### src/rtl/fb_addr_sequencer_if.sv
// Frame-buffer sequencer bundle: request/busy/mode/sync inputs to the sequencer, address/grant/frame pulses out.
// master = pixel producers/consumers plus SDRAM controller side; slave = the sequencer.
interface fb_addr_sequencer_if #(
    parameter int ADDR_W = 21
);
    logic              read;
    logic              write;
    logic              busy;
    logic              mode;
    logic              frame_sync;
    logic [ADDR_W-1:0] r_address;
    logic [ADDR_W-1:0] w_address;
    logic              rd_grant;
    logic              wr_grant;
    logic              r_frame_done;
    logic              w_frame_done;

    modport master (
        output read, write, busy, mode, frame_sync,
        input  r_address, w_address, rd_grant, wr_grant, r_frame_done, w_frame_done
    );

    modport slave (
        input  read, write, busy, mode, frame_sync,
        output r_address, w_address, rd_grant, wr_grant, r_frame_done, w_frame_done
    );
endinterface

### src/rtl/fb_addr_sequencer.sv
// Frame-buffer {bank,row,col} address sequencer: one SDRAM op in flight, read-priority arbitration.
// Grant two cycles after a request pulse; addresses advance the cycle after Busy falls; Busy stall holds the op.
module fb_addr_sequencer #(
    parameter int H_RES  = 640,
    parameter int V_RES  = 480,
    parameter int COL_W  = 10,
    parameter int ROW_W  = 10,
    parameter int BURST  = 1,
    parameter int ADDR_W = 1 + ROW_W + COL_W
) (
    input  logic               i_clk,
    input  logic               i_reset,
    fb_addr_sequencer_if.slave io_bus
);
    typedef enum logic [2:0] {
        S_IDLE,
        S_RD_ISSUE,
        S_RD_WAIT,
        S_WR_ISSUE,
        S_WR_WAIT
    } state_t;

    localparam logic [COL_W:0]   COL_STEP = (COL_W+1)'(BURST);
    localparam logic [COL_W:0]   COL_END  = (COL_W+1)'(H_RES);
    localparam logic [ROW_W-1:0] ROW_LAST = ROW_W'(V_RES - 1);
    localparam logic [ROW_W-1:0] ROW_ONE  = ROW_W'(1);

    state_t            r_state;
    state_t            w_state_nxt;
    logic              r_rd_pend, r_wr_pend, r_last_rd, r_sync_pend;
    logic [COL_W-1:0]  r_rd_col, r_wr_col;
    logic [ROW_W-1:0]  r_rd_row, r_wr_row;
    logic              r_rd_bank, r_wr_bank;
    logic              r_rd_fdone, r_wr_fdone;

    logic [COL_W:0]    w_rd_col_sum, w_wr_col_sum;
    logic              w_rd_eol, w_rd_eof, w_wr_eol, w_wr_eof;
    logic              w_rd_active, w_rd_done, w_wr_done;
    logic              w_rd_start, w_wr_start, w_rd_sync;
    logic              w_rd_grant, w_wr_grant;
    logic [ADDR_W-1:0] w_rd_addr, w_wr_addr;

    assign w_rd_col_sum = {1'b0, r_rd_col} + COL_STEP;
    assign w_wr_col_sum = {1'b0, r_wr_col} + COL_STEP;
    assign w_rd_eol     = (w_rd_col_sum == COL_END);
    assign w_wr_eol     = (w_wr_col_sum == COL_END);
    assign w_rd_eof     = w_rd_eol && (r_rd_row == ROW_LAST);
    assign w_wr_eof     = w_wr_eol && (r_wr_row == ROW_LAST);

    assign w_rd_active  = (r_state == S_RD_ISSUE) || (r_state == S_RD_WAIT);
    assign w_rd_done    = (r_state == S_RD_WAIT) && !io_bus.busy;
    assign w_wr_done    = (r_state == S_WR_WAIT) && !io_bus.busy;
    assign w_rd_start   = (r_state == S_IDLE) && (w_state_nxt == S_RD_ISSUE);
    assign w_wr_start   = (r_state == S_IDLE) && (w_state_nxt == S_WR_ISSUE);
    // A sync seen on the completion cycle itself counts as latched.
    assign w_rd_sync    = r_sync_pend || io_bus.frame_sync;

    always_comb begin
        w_state_nxt = r_state;
        w_rd_grant  = 1'b0;
        w_wr_grant  = 1'b0;
        case (r_state)
            S_IDLE: begin
                // Read wins unless the op just finished was a read and a write is waiting.
                if (r_rd_pend && !(r_last_rd && r_wr_pend)) begin
                    w_state_nxt = S_RD_ISSUE;
                end else if (r_wr_pend) begin
                    w_state_nxt = S_WR_ISSUE;
                end
            end
            S_RD_ISSUE: begin
                w_rd_grant = 1'b1;
                if (io_bus.busy) w_state_nxt = S_RD_WAIT;
            end
            S_RD_WAIT: begin
                w_rd_grant = 1'b1;
                if (!io_bus.busy) w_state_nxt = S_IDLE;
            end
            S_WR_ISSUE: begin
                w_wr_grant = 1'b1;
                if (io_bus.busy) w_state_nxt = S_WR_WAIT;
            end
            S_WR_WAIT: begin
                w_wr_grant = 1'b1;
                if (!io_bus.busy) w_state_nxt = S_IDLE;
            end
            default: w_state_nxt = S_IDLE;
        endcase
    end

    always_ff @(posedge i_clk) begin
        if (i_reset) begin
            r_state     <= S_IDLE;
            r_rd_pend   <= 1'b0;
            r_wr_pend   <= 1'b0;
            r_last_rd   <= 1'b0;
            r_sync_pend <= 1'b0;
            r_rd_col    <= '0;
            r_rd_row    <= '0;
            r_rd_bank   <= 1'b1;
            r_wr_col    <= '0;
            r_wr_row    <= '0;
            r_wr_bank   <= 1'b0;
            r_rd_fdone  <= 1'b0;
            r_wr_fdone  <= 1'b0;
        end else begin
            r_state    <= w_state_nxt;
            r_rd_fdone <= 1'b0;
            r_wr_fdone <= 1'b0;
            r_rd_pend  <= w_rd_start ? 1'b0 : (r_rd_pend | io_bus.read);
            r_wr_pend  <= w_wr_start ? 1'b0 : (r_wr_pend | io_bus.write);

            if (w_rd_done) begin
                r_last_rd <= 1'b1;
            end else if (w_wr_done) begin
                r_last_rd <= 1'b0;
            end

            if (w_rd_done) begin
                r_sync_pend <= 1'b0;
            end else if (w_rd_active && io_bus.frame_sync) begin
                r_sync_pend <= 1'b1;
            end

            // Wrap bookkeeping still happens when a sync overrides the advance.
            if (w_rd_done) begin
                if (w_rd_eof) begin
                    r_rd_fdone <= 1'b1;
                    if (io_bus.mode) r_rd_bank <= ~r_rd_bank;
                end
                if (w_rd_sync || w_rd_eol) r_rd_col <= '0;
                else                       r_rd_col <= w_rd_col_sum[COL_W-1:0];
                if (w_rd_sync || w_rd_eof) r_rd_row <= '0;
                else if (w_rd_eol)         r_rd_row <= r_rd_row + ROW_ONE;
            end else if (!w_rd_active && io_bus.frame_sync) begin
                r_rd_col <= '0;
                r_rd_row <= '0;
            end

            if (w_wr_done) begin
                if (w_wr_eof) begin
                    r_wr_fdone <= 1'b1;
                    if (io_bus.mode) r_wr_bank <= ~r_wr_bank;
                end
                if (w_wr_eol) r_wr_col <= '0;
                else          r_wr_col <= w_wr_col_sum[COL_W-1:0];
                if (w_wr_eof)      r_wr_row <= '0;
                else if (w_wr_eol) r_wr_row <= r_wr_row + ROW_ONE;
            end
        end
    end

    assign w_rd_addr = {r_rd_bank & io_bus.mode, r_rd_row, r_rd_col};
    assign w_wr_addr = {r_wr_bank & io_bus.mode, r_wr_row, r_wr_col};

    assign io_bus.r_address    = w_rd_addr;
    assign io_bus.w_address    = w_wr_addr;
    assign io_bus.rd_grant     = w_rd_grant;
    assign io_bus.wr_grant     = w_wr_grant;
    assign io_bus.r_frame_done = r_rd_fdone;
    assign io_bus.w_frame_done = r_wr_fdone;
endmodule
### src/flat_wrapper.sv
// flat-port wrapper written by rule: the top's interface ports become plain ports
module fb_addr_sequencer_flat 
#(
    parameter int H_RES  = 640,
    parameter int V_RES  = 480,
    parameter int COL_W  = 10,
    parameter int ROW_W  = 10,
    parameter int BURST  = 1,
    parameter int ADDR_W = 1 + ROW_W + COL_W
)
  (i_clk, i_reset, io_bus_read, io_bus_write, io_bus_busy, io_bus_mode, io_bus_frame_sync, io_bus_r_address, io_bus_w_address, io_bus_rd_grant, io_bus_wr_grant, io_bus_r_frame_done, io_bus_w_frame_done);
  fb_addr_sequencer_if #(.ADDR_W(ADDR_W)) io_bus_i ();
  input  logic i_clk;
  input  logic i_reset;
  input wire logic [$bits(io_bus_i.read)-1:0] io_bus_read;
  input wire logic [$bits(io_bus_i.write)-1:0] io_bus_write;
  input wire logic [$bits(io_bus_i.busy)-1:0] io_bus_busy;
  input wire logic [$bits(io_bus_i.mode)-1:0] io_bus_mode;
  input wire logic [$bits(io_bus_i.frame_sync)-1:0] io_bus_frame_sync;
  output wire logic [$bits(io_bus_i.r_address)-1:0] io_bus_r_address;
  output wire logic [$bits(io_bus_i.w_address)-1:0] io_bus_w_address;
  output wire logic [$bits(io_bus_i.rd_grant)-1:0] io_bus_rd_grant;
  output wire logic [$bits(io_bus_i.wr_grant)-1:0] io_bus_wr_grant;
  output wire logic [$bits(io_bus_i.r_frame_done)-1:0] io_bus_r_frame_done;
  output wire logic [$bits(io_bus_i.w_frame_done)-1:0] io_bus_w_frame_done;
  assign io_bus_i.read = io_bus_read;
  assign io_bus_i.write = io_bus_write;
  assign io_bus_i.busy = io_bus_busy;
  assign io_bus_i.mode = io_bus_mode;
  assign io_bus_i.frame_sync = io_bus_frame_sync;
  assign io_bus_r_address = io_bus_i.r_address;
  assign io_bus_w_address = io_bus_i.w_address;
  assign io_bus_rd_grant = io_bus_i.rd_grant;
  assign io_bus_wr_grant = io_bus_i.wr_grant;
  assign io_bus_r_frame_done = io_bus_i.r_frame_done;
  assign io_bus_w_frame_done = io_bus_i.w_frame_done;
  fb_addr_sequencer #(.H_RES(H_RES), .V_RES(V_RES), .COL_W(COL_W), .ROW_W(ROW_W), .BURST(BURST), .ADDR_W(ADDR_W)) u_core (.i_clk(i_clk), .i_reset(i_reset), .io_bus(io_bus_i));
endmodule
### config.mk
export PLATFORM = sky130hd
export DESIGN_NAME = fb_addr_sequencer_flat
export DESIGN_NICKNAME = d
export VERILOG_FILES = /design/src/rtl/fb_addr_sequencer_if.sv /design/src/rtl/fb_addr_sequencer.sv /design/src/flat_wrapper.sv
export SDC_FILE = /design/constraint.sdc
export NUM_CORES = 1
export LEC_CHECK = 0
export ABC_AREA = 1
export BUFFER_PORTS_ARGS = -buffer_cell sky130_fd_sc_hd__buf_2
export CAP_MARGIN = 20
export CORE_MARGIN = 1.5
export CORE_UTILIZATION = 58
export CTS_BUF_LIST = sky130_fd_sc_hd__clkbuf_4 sky130_fd_sc_hd__clkbuf_8
export CTS_CLUSTER_DIAMETER = 200
export DETAILED_ROUTE_END_ITERATION = 12
export GPL_TIMING_DRIVEN = 0
export PLACE_DENSITY = 0.88
export SLEW_MARGIN = 10
export SYNTH_ARGS = -nofsm -noshare
export SYNTH_HDL_FRONTEND = slang
export SYNTH_SLANG_ARGS = --single-unit
### constraint.sdc
create_clock -name i_clk -period 2.3 [get_ports i_clk]
set_input_delay 0.575 -clock i_clk [delete_from_list [all_inputs] [get_ports i_clk]]
set_output_delay 0.575 -clock i_clk [all_outputs]
set_load 0.02 [all_outputs]
==> flow_summary.json <==
{
  "clk_pin_slew_ns": 0.09,
  "crit_required_ns": 2.51,
  "die_w_um": 73.3,
  "yosys.area_share.simple_pct": 37.8,
  "drv_slew": 0,
  "muxShareOfSynthArea_pct": 0,
  "vias": 2926,
  "setup.worst_path.start_class": "flop",
  "synth_ff_type": "dfxtp_1",
  "place_congestion": 0.900,
  "core_mm2": 0.00475,
  "postLayoutCoreUtil_pct": 69.9,
  "critPathMaxFanout": 7,
  "outcome": "completed",
  "grt.total_usage_pct": 25.9,
  "seq_area_frac_synth_pct": 35.6,
  "numClockSinks": 51,
  "clock_latency_ns": 0.30,
  "place_area_mm2": 0.00321,
  "ys_ff_latch": 51,
  "rrSetupSlack_ns": 0.22,
  "cp_cell_sequence": "ha_1 -> nand3_1 -> nand2_1 -> nand3_1 -> nor2_1 -> nand2_1 -> nor2_2 -> nand3_1 -> nand2_2 -> nand2_2 -> nand2_2 -> nor2_1",
  "worstSetupPathType": "reg -> reg",
  "period_minus_slack_ns": 2.08,
  "pwr_density_cell_mw_per_mm2": 544,
  "drv_cap": 0,
  "io_buffer_count": 52,
  "dp_hpwl_um": 4900,
  "setup_violations": 0,
  "worst_hold_slack_ns": 0.492,
  "drc": 0,
  "avgViaCountPerCell": 5.23,
  "yosysWarnings": 0,
  "fin_tns_setup_ns": 0,
  "syn-num-nets": 445,
  "crit_path_start": "u_core.r_rd_col[0]",
  "antenna_found_initial": 0,
  "numCtsBuffers": 5,
  "syn_area_mm2": 0.00287,
  "cpMaxStageDelayCell": "dfxtp_1",
  "postSynthAreaPerCell_um2": 6.62,
  "antenna_left": 0,
  "synth_edf_count": 0,
  "drive_gt1_share_pct": 16.9,
  "nets": 504,
  "grt_pass1_vias": 2624,
  "met3_usage_pct": 4.80,
  "initial_utilization_pct": 60.3,
  "cp_slowest_stage_delay_ns": 0.45,
  "dr.first_iter.drc_count": 140,
  "min_period_over_period_pct": 90.3,
  "r2r_start": "u_core.r_rd_col[0]",
  "synth_fa_ha_area_share_pct": 2.18,
  "yosysTopAreaCell": "dfxtp_1",
  "crit_family": "simple AND/OR/NAND/NOR gates",
  "grt_start_max_net_pins": 15,
  "area_growth_pct": 15.9,
  "synth_top_family_by_area": "simple AND/OR/NAND/NOR gates",
  "met1_usage_pct": 31.8,
  "final_hold_viol_count": 0,
  "regToRegEndpoint": "u_core.r_rd_row[5]",
  "overflow": 0,
  "clockBufferDepth": 2,
  "drt_wl_total_um": 6560,
  "rows": 25,
  "stdcell_count": 559,
  "antenna_cells": 0,
  "grt_util_met2_pct": 44.7,
  "min_path_type": "reg -> reg",
  "post_cts_buffers": 0,
  "synth_top_area_share_pct": 35.6,
  "synthCells": 433,
  "wire_per_inst_um": 11.7,
  "max_freq_ghz": 0.482,
  "synth_xor_area_share_pct": 5.50,
  "synthDistinctLibCells": 32,
  "final_area_mm2": 0.00332,
  "critPathBufInv": 0,
  "cts.htree.levels": 2,
  "async_flop_share_pct": 0,
  "crit_cells": 12,
  "fp.dieArea_mm2": 0.00538,
  "die_h_um": 73.3,
  "tightestPinTransition_ns": 0.508,
  "root_buffer": "clkbuf_8",
  "busiest_layer": "met2",
  "tritoncts": "built",
  "crit_end": "u_core.r_rd_row[5]",
  "ioPinCount": 53,
  "grt_first_pass_wirelength_um": 11000,
  "r2r_cells": 12,
  "finClkSkew_ns": 0.00811,
  "p_leak_nw": 1.46,
  "yosys-top-cells-area": "dfxtp_1, nand2_1, inv_1",
  "first_pass_iters": 4,
  "relSlewSlack_pct": 66.2,
  "ir_drop_mv": 0.317,
  "cp-end-kind": "flop",
  "synth-compound-area-share_pct": 10.6,
  "crit_arrival_ns": 2.28,
  "rsz0062_at_grt": "no",
  "place_inst": 552
}
-- metal layers --
metal  up-vias  share of wire, %
met2        67                50
met1      1342                45
met5         -                 0
met4         0               1.1
li1       1511                 -
met3         6               3.7
-- power by group --
part | internal [mW] | switching, mW
combinational | 0.0823 | 0.177
clock | 0.331 | 0.281
sequential | 0.910 | 0.0264
total | 1.32 | 0.484
-- through the flow --
step | setup WS, ns | total power [mW]
2_1_floorplan | 0.302 | 1.15
3_3_place_gp | 0.192 | 1.21
3_5_place_dp | 0.127 | 1.22
4_1_cts | 0.0809 | 1.82
5_1_grt | 0.0171 | 1.89
6_report | 0.224 | 1.81
-- layout by cell type, fill, tap and decap left out --
cell type / n
o221a_2: 1
clkbuf_8: 5
buf_2: 53
o22ai_1: 1
nor4_1: 3
nor3_4: 1
o21ai_0: 6
o21bai_2: 1
nand3b_1: 2
inv_2: 2
dfxtp_2: 1
o211ai_1: 1
o21bai_1: 2
buf_4: 2
nand2_2: 4
dfxtp_1: 49
nor2_1: 47
nand4_1: 15
a21oi_1: 35
nor3_1: 9
clkinv_1: 1
ha_1: 5
nand2_4: 2
clkbuf_4: 1
o21ai_1: 2
xnor2_1: 7
and3_1: 1
clkbuf_1: 7
nand3_1: 34
dfxtp_4: 1
inv_1: 48
nor2_2: 7
bufinv_16: 1
nand2_1: 120
a21oi_4: 1
xor2_1: 11
o21a_1: 3
-- timing repair --
action	in CTS	in global routing
setup endpoints to repair	0	12
gates resized for setup	0	3
hold buffers	0	0
-- cell type report --
cell class	instances	area, um^2
inverter	51	191
fill	412	1430
clock inverter	1	30.0
timing repair buffer	52	260
buffer	10	46.3
multi-input combinational	321	1610
tap	67	83.8
sequential	51	1030
clock buffer	6	76.3
-- state kept, by name, summed over array words and instances (netlist names), 3 cells and up --
name / count
u_core.r_rd_col: 10
u_core.r_rd_row: 10
u_core.r_wr_col: 10
u_core.r_wr_row: 10
u_core.r_state: 3
-- how the worst min path moves through the flow --
stage / startpoint / end / slack, ns / depth (start not counted)
6_report: u_core.r_wr_bank / u_core.r_wr_bank / 0.49 / 2
5_1_grt: io_bus_read / u_core.r_rd_pend / 0.51 / 3
4_1_cts: io_bus_read / u_core.r_rd_pend / 0.49 / 3
3_5_place_dp: u_core.r_wr_bank / u_core.r_wr_bank / 0.48 / 2
3_3_place_gp: u_core.r_wr_bank / u_core.r_wr_bank / 0.46 / 2
2_1_floorplan: u_core.r_wr_bank / u_core.r_wr_bank / 0.45 / 2
-- Yosys cell counts (3+ instances only) --
cell	count
a21oi_1	35
clkbuf_1	7
dfxtp_1	51
ha_1	5
inv_1	48
nand2_1	120
nand2_2	4
nand3_1	34
nand4_1	15
nor2_1	47
nor2_2	7
nor3_1	9
nor4_1	3
o21a_1	3
o21ai_0	6
xnor2_1	7
xor2_1	11
-- tightest hold or removal path, cell delays in order (launching register included) --
cell     delay, ns
dfxtp_1       0.33
nand2_1       0.06
a21oi_1       0.05
-- cell families (layout without fill, tap and decap cells) --
kind of cell    Yosys count  count (layout)
flops                    51              51
compound gates           53              53
buf+inv                  61             120
fa+ha+maj                 5               5
simple gates            245             245
xor+xnor                 18              18
Note: power is estimated with default switching activity, not from simulation.
